===== config.mk =====
export PLATFORM = sky130hd
export DESIGN_NAME = stack_ctrl
export DESIGN_NICKNAME = d
export VERILOG_FILES = /design/src/rtl/stack_ctrl.sv
export SDC_FILE = /design/constraint.sdc
export NUM_CORES = 1
export LEC_CHECK = 0
export ABC_AREA = 1
export CELL_PAD_IN_SITES_DETAIL_PLACEMENT = 1
export CELL_PAD_IN_SITES_GLOBAL_PLACEMENT = 1
export CORE_ASPECT_RATIO = 0.8
export CORE_MARGIN = 2
export CORE_UTILIZATION = 35
export CTS_CLUSTER_SIZE = 8
export DETAILED_ROUTE_END_ITERATION = 8
export GPL_TIMING_DRIVEN = 1
export PLACE_DENSITY = 0.86
export SYNTH_ARGS = -nofsm -noshare
export SYNTH_HDL_FRONTEND = slang
export SYNTH_SLANG_ARGS = --single-unit

===== constraint.sdc =====
create_clock -name clk -period 2.5 [get_ports clk]
set_input_delay 0.25 -clock clk [delete_from_list [all_inputs] [get_ports clk]]
set_output_delay 0.25 -clock clk [all_outputs]
set_load 0.01 [all_outputs]

===== src/rtl/stack_ctrl.sv =====
// ----------------------------------------------------------------------------
// stack_ctrl
// Stack pointer and push/pop sequencer feeding the address mux. The stack is
// empty-descending: SP points at the next free word and the stack grows toward
// lower addresses. Each accepted push or pop becomes one handshaked access to
// data memory (WRITE or READ state) that completes on mem_ready.
//
// Optional build macro: STACK_TIMEOUT_EN
//   Defined   : a mem_ready watchdog aborts a stalled access after TIMEOUT_CYC
//               cycles and sets the sticky timeout flag.
//   Undefined : no watchdog; timeout is tied to 0 and accesses wait forever.
//
// Ports
//   clk, rst_n     : clock (rising edge), asynchronous active-low reset
//   push, pop      : requests, sampled only while idle (push wins)
//   push_data      : word to push, captured when a push is accepted
//   mem_rdata      : memory read data, valid with mem_ready
//   mem_ready      : memory completes the current access
//   clr_err        : clears the sticky error flags
//   PUSH, POP      : access qualifiers to the mux, high for the whole access
//   stack_pointer  : access address to the mux (SP, or SP+1 while reading)
//   mem_we         : write strobe (same as PUSH)
//   mem_wdata      : latched push word
//   pop_data       : last popped word, held until the next pop completes
//   done           : one-cycle pulse after an access completes
//   busy           : high while an access is in flight
//   depth          : number of stacked words
//   overflow       : sticky, push attempted while full
//   underflow      : sticky, pop attempted while empty
//   timeout        : sticky, watchdog abort (0 when the watchdog is absent)
// ----------------------------------------------------------------------------
module stack_ctrl #(
    parameter int unsigned       DATA_W      = 16,
    parameter int unsigned       ADDR_W      = 16,
    parameter logic [ADDR_W-1:0] STACK_TOP   = 16'hFFFF,
    parameter int unsigned       STACK_DEPTH = 256,
    parameter int unsigned       TIMEOUT_CYC = 64
) (
    input  logic              clk,
    input  logic              rst_n,
    input  logic              push,
    input  logic              pop,
    input  logic [DATA_W-1:0] push_data,
    input  logic [DATA_W-1:0] mem_rdata,
    input  logic              mem_ready,
    input  logic              clr_err,
    output logic              PUSH,
    output logic              POP,
    output logic [ADDR_W-1:0] stack_pointer,
    output logic              mem_we,
    output logic [DATA_W-1:0] mem_wdata,
    output logic [DATA_W-1:0] pop_data,
    output logic              done,
    output logic              busy,
    output logic [15:0]       depth,
    output logic              overflow,
    output logic              underflow,
    output logic              timeout
);

    // Elaboration-time sanity checks on the configuration.
    if (STACK_DEPTH < 1 || STACK_DEPTH > 65535) begin : g_bad_depth
        $error("stack_ctrl: STACK_DEPTH must be in 1..65535");
    end
    if (TIMEOUT_CYC < 1) begin : g_bad_timeout
        $error("stack_ctrl: TIMEOUT_CYC must be at least 1");
    end

    localparam logic [15:0] DepthMax = 16'(STACK_DEPTH);

    typedef enum logic [1:0] {
        StIdle  = 2'd0,
        StWrite = 2'd1,
        StRead  = 2'd2
    } state_e;

    state_e            state_q, state_d;
    logic [ADDR_W-1:0] sp_q, sp_d;
    logic [ADDR_W-1:0] addr_q, addr_d;
    logic [15:0]       depth_q, depth_d;
    logic [DATA_W-1:0] wdata_q, wdata_d;
    logic [DATA_W-1:0] pop_data_q, pop_data_d;
    logic              done_q, done_d;
    logic              push_q, push_d;
    logic              pop_q, pop_d;
    logic              busy_q, busy_d;
    logic              ovf_q, ovf_d;
    logic              udf_q, udf_d;

    // Watchdog expiry for the access in flight (never asserted without the watchdog).
    logic              abort;

`ifdef STACK_TIMEOUT_EN
    localparam int unsigned CntW = (TIMEOUT_CYC > 1) ? $clog2(TIMEOUT_CYC) : 1;

    logic [CntW-1:0] cnt_q, cnt_d;
    logic            tmo_q, tmo_d;
    logic            cnt_last;

    // The counter holds 0 in IDLE, so it restarts on every entry to WRITE/READ.
    assign cnt_last = (cnt_q == CntW'(TIMEOUT_CYC - 1));
    assign abort    = (state_q != StIdle) && !mem_ready && cnt_last;

    always_comb begin
        cnt_d = cnt_q;
        tmo_d = tmo_q;
        if (state_q == StIdle) begin
            cnt_d = '0;
        end else if (!cnt_last) begin
            cnt_d = cnt_q + 1'b1;
        end
        if (clr_err) begin
            tmo_d = 1'b0;
        end
        // Setting wins over a same-cycle clear.
        if (abort) begin
            tmo_d = 1'b1;
        end
    end

    always_ff @(posedge clk or negedge rst_n) begin
        if (!rst_n) begin
            cnt_q <= '0;
            tmo_q <= 1'b0;
        end else begin
            cnt_q <= cnt_d;
            tmo_q <= tmo_d;
        end
    end

    assign timeout = tmo_q;
`else
    assign abort   = 1'b0;
    assign timeout = 1'b0;
`endif

    // Next-state and registered-output logic.
    always_comb begin
        state_d    = state_q;
        sp_d       = sp_q;
        depth_d    = depth_q;
        wdata_d    = wdata_q;
        pop_data_d = pop_data_q;
        done_d     = 1'b0;
        ovf_d      = ovf_q;
        udf_d      = udf_q;

        if (clr_err) begin
            ovf_d = 1'b0;
            udf_d = 1'b0;
        end

        unique case (state_q)
            StIdle: begin
                // Push takes priority; a simultaneous pop is dropped.
                if (push) begin
                    if (depth_q == DepthMax) begin
                        ovf_d = 1'b1;
                    end else begin
                        wdata_d = push_data;
                        state_d = StWrite;
                    end
                end else if (pop) begin
                    if (depth_q == 16'd0) begin
                        udf_d = 1'b1;
                    end else begin
                        state_d = StRead;
                    end
                end
            end
            StWrite: begin
                if (mem_ready) begin
                    sp_d    = sp_q - 1'b1;
                    depth_d = depth_q + 16'd1;
                    done_d  = 1'b1;
                    state_d = StIdle;
                end else if (abort) begin
                    state_d = StIdle;
                end
            end
            StRead: begin
                if (mem_ready) begin
                    pop_data_d = mem_rdata;
                    sp_d       = sp_q + 1'b1;
                    depth_d    = depth_q - 16'd1;
                    done_d     = 1'b1;
                    state_d    = StIdle;
                end else if (abort) begin
                    state_d = StIdle;
                end
            end
            default: begin
                state_d = StIdle;
            end
        endcase

        // Outputs are computed from the next state so they come straight off flops.
        addr_d = (state_d == StRead) ? (sp_d + 1'b1) : sp_d;
        push_d = (state_d == StWrite);
        pop_d  = (state_d == StRead);
        busy_d = (state_d != StIdle);
    end

    always_ff @(posedge clk or negedge rst_n) begin
        if (!rst_n) begin
            state_q    <= StIdle;
            sp_q       <= STACK_TOP;
            addr_q     <= STACK_TOP;
            depth_q    <= 16'd0;
            wdata_q    <= '0;
            pop_data_q <= '0;
            done_q     <= 1'b0;
            push_q     <= 1'b0;
            pop_q      <= 1'b0;
            busy_q     <= 1'b0;
            ovf_q      <= 1'b0;
            udf_q      <= 1'b0;
        end else begin
            state_q    <= state_d;
            sp_q       <= sp_d;
            addr_q     <= addr_d;
            depth_q    <= depth_d;
            wdata_q    <= wdata_d;
            pop_data_q <= pop_data_d;
            done_q     <= done_d;
            push_q     <= push_d;
            pop_q      <= pop_d;
            busy_q     <= busy_d;
            ovf_q      <= ovf_d;
            udf_q      <= udf_d;
        end
    end

    assign PUSH          = push_q;
    assign mem_we        = push_q;
    assign POP           = pop_q;
    assign stack_pointer = addr_q;
    assign mem_wdata     = wdata_q;
    assign pop_data      = pop_data_q;
    assign done          = done_q;
    assign busy          = busy_q;
    assign depth         = depth_q;
    assign overflow      = ovf_q;
    assign underflow     = udf_q;

endmodule


==> results.sh <==
export IMPL_crit_path_top_delay_cell="dfrtp_1"
export IMPL_clk_path_buf_depth=2
export IMPL_finalInstanceArea_um2=7480
export IMPL_path_max_fanout=4
export IMPL_critical_path_class="reg2reg"
export IMPL_antenna_found_initial=0
export IMPL_syn_num_nets=743
export IMPL_yosys_top_cells_count="nand2_1 (179), nand3_1 (69), nor2_1 (65)"
export IMPL_syn_to_final_growth_pct=34.5
export IMPL_finalHoldViolCount=0
export IMPL_ant_nets=0
export IMPL_start_kind="flop"
export IMPL_fp_row_count=41
export IMPL_yosys_warnings=0
export IMPL_synth_edf_count=0
export IMPL_cp_end_kind="flop"
export IMPL_synthTopCellsByArea="dfrtp_1 (25%), dfstp_2 (15%), nand2_1 (12%), mux2_2 (6.5%), nand3_1 (6.2%)"
export IMPL_slew_violations=0
export IMPL_cp_buffers_inverters=6
export IMPL_gr_total_overflow=0
export IMPL_status="finished clean"
export IMPL_dr_first_iter_drc_count=217
export IMPL_fmax_ghz=0.410
export IMPL_worstPathRequired_ps=2800
export IMPL_syn_avg_cell_area_um2=8.15
export IMPL_grt_usage=0.205
export IMPL_fin_skew_ps=7.87
export IMPL_max_vdd_ir_drop_v=0.000533
export IMPL_yosysMostFrequentCell="nand2_1"
export IMPL_drc=0
export IMPL_yosysUniqueCellTypes=40
export IMPL_die_h_um=117
export IMPL_wl_per_cell_um=16.6
export IMPL_setup_tns_ps=0
export IMPL_worst_slew_pin_slew_ps=784
export IMPL_ios=110
export IMPL_max_stage_delay_ps=380
export IMPL_critical_path_top_delay_family="simple AND/OR/NAND/NOR gates"
export IMPL_min_period_ps=2440
export IMPL_firstDrtPassIters=5
export IMPL_die_area_um2=16900
export IMPL_ys_flop_type="dfrtp_1"
export IMPL_synth_seq_cells=88
export IMPL_synth_top_area_cell="dfrtp_1"
export IMPL_initial_utilization=0.355
export IMPL_vias=5229
export IMPL_vias_per_cell=5.02
export IMPL_cts_tree="built"
export IMPL_ctsHtreeMaxLevel=3
export IMPL_dpl_cell_area_um2=6930
export IMPL_dpl_hpwl_um=12600
export IMPL_grt_pass1_vias=5331
export IMPL_antenna_cells=0
export IMPL_drt_total_wl_um=17300
export IMPL_grt_pass1_wl_um=27800
export IMPL_p_leak_uw=0.00328
export IMPL_power_density_nw_per_um2=1370
export IMPL_layout_drive_gt1_share=0.247
export IMPL_synth_top_area_share=0.252
export IMPL_core_area_um2=15600
export IMPL_clock_sinks=88
export IMPL_path_cells="inv_2 > buf_4 > ha_4 > nand2_2 > inv_2 > nor2_1 > nor2_2 > buf_4 > nand2_1 > nor2_2 > nand3_4 > inv_2 > nand3_2 > nor2_4 > nand3_1 > nand2_1 > nand2_1 > inv_1"
export IMPL_holdCritPathClass="reg2reg"
export IMPL_cts_buffers=9
export IMPL_grt_max_degree=60
export IMPL_path_clk_slew_ps=70
export IMPL_yosysSeqAreaShare=0.403
export IMPL_rsz0062_at_grt="yes"
export IMPL_finalSetupViolations=0
export IMPL_timing_slew_headroom=0.477
export IMPL_io_buffers=108
export IMPL_finalCritPeriodShare=0.976
export IMPL_syn_inst=682
export IMPL_cap_violations=0
export IMPL_synthArstFlopShare=1.00
export IMPL_synth_area_um2=5560
export IMPL_worstPathArrival_ps=2740
export IMPL_ctsRootBufferMaster="clkbuf_16"
export IMPL_die_w_um=145
export IMPL_insertion_delay_ps=350
export IMPL_gp_congestion=0.919
export IMPL_fin_nets=882
where the power goes:
| part | total [µW] | switching (µW) | leakage (µW) | internal [µW] |
|---|---|---|---|---|
| registers | 2750 | 531 | 0.00101 | 2220 |
| logic | 6140 | 3480 | 0.00213 | 2670 |
| clock network | 1380 | 602 | 0.000138 | 774 |
cell type report:
cell class | instances | area, µm²
clock inverters | 7 | 71.3
inverters | 74 | 278
repair buffers | 143 | 1360
well taps | 215 | 269
flip-flops and latches | 88 | 2240
fillers | 1845 | 8170
clock buffers | 9 | 225
multi-input cells | 505 | 3040
through the flow:
step                std cells  hold WS [ps]  total power (µW)  setup slack, ps   util
detailed placement       1012           373              8360             -100  0.443
CTS                      1029           492              9840             6.36  0.463
finish                   1041           483             10300             59.8  0.478
global placement         1012           364              8150            -87.3  0.443
floorplan                 682         -45.6              6130              137      -
global route             1041           509             11000             -106  0.478
cells in the final DEF (no fill, tap or decap), types with 6 or more instances in the layout:
master / synthesis / layout
nand3_2: 11 / 12
xor2_1: 9 / 9
nand2_1: 179 / 174
nand4_1: 11 / 11
nand3_1: 69 / 68
nor2_2: 8 / 11
inv_1: 64 / 62
xnor2_1: 6 / 6
nand2_2: 8 / 13
clkbuf_16: 0 / 9
a21oi_1: 20 / 13
mux2_2: 32 / 32
nor2_1: 65 / 59
a21oi_2: 1 / 8
o21ai_1: 6 / 7
dfstp_2: 32 / 32
nor2_4: 7 / 10
ha_1: 22 / 14
o21ai_0: 22 / 20
buf_4: 3 / 33
dfrtp_1: 56 / 55
clkdlybuf4s50_1: 0 / 107
inv_2: 10 / 12
path summary, 6_finish.rpt:
| path | from | slack, ps | end | depth (start not counted) |
|---|---|---|---|---|
| hold reg to reg | overflow | 480 | overflow | 2 |
| setup reg to reg | state_q[0] | 60 | stack_pointer[9] | 18 |
| setup / recovery | state_q[0] | 60 | stack_pointer[9] | 18 |
| min in group asynchronous | rst_n | 510 | depth[2] | 2 |
| hold / removal | overflow | 480 | overflow | 2 |
| max in group asynchronous | rst_n | 1190 | sp_q[15] | 3 |
metal layers:
| layer | GRT usage | routed length [µm] | up-vias |
|---|---|---|---|
| met5 | 0 | 0 | - |
| met4 | 0.0515 | 172 | 0 |
| met3 | 0.0418 | 848 | 15 |
| met2 | 0.340 | 8160 | 142 |
| met1 | 0.277 | 8120 | 2571 |
| li1 | - | - | 2501 |
cells by family (layout without fill, tap and decap cells):
family | after synthesis | in the layout | share of synthesized area
xor gates and xnor gates | 15 | 15 | 0.0236
AOI/OAI and AO/OA | 62 | 62 | 0.0617
DFF | 88 | 88 | 0.403
adders and majority gates | 23 | 23 | 0.0531
muxes | 32 | 32 | 0.0648
and+or+nand+nor | 372 | 372 | 0.317
other | 1 | 1 | 0.000674
buffers and inverters | 89 | 233 | 0.0761
repair_timing:
action / in CTS / in global routing
setup buffers: 0 / 12
resized for setup: 1 / 39
hold buffers: 1 / 0
setup endpoints to repair: 1 / 18
pin swaps: 0 / 10
endpoints found under the hold margin: 12 / 0
state kept, by name, summed over array words and instances (netlist names):
name and cells:
state_q 2, stack_pointer 16, done 1, busy 1
sp_q 16, depth 16, PUSH 1, underflow 1
overflow 1, POP 1, mem_wdata 16, pop_data 16
worst reg2reg max path, stage by stage (launching register included):
cell and delay (ps):
dfrtp_1 380, inv_2 70, buf_4 150, ha_4 280, nand2_2 70, inv_2 90
nor2_1 50, nor2_2 190, buf_4 170, nand2_1 60, nor2_2 200, nand3_4 100
inv_2 70, nand3_2 90, nor2_4 150, nand3_1 80, nand2_1 70, nand2_1 50
inv_1 50
Note: power is estimated with default switching activity, not from simulation.
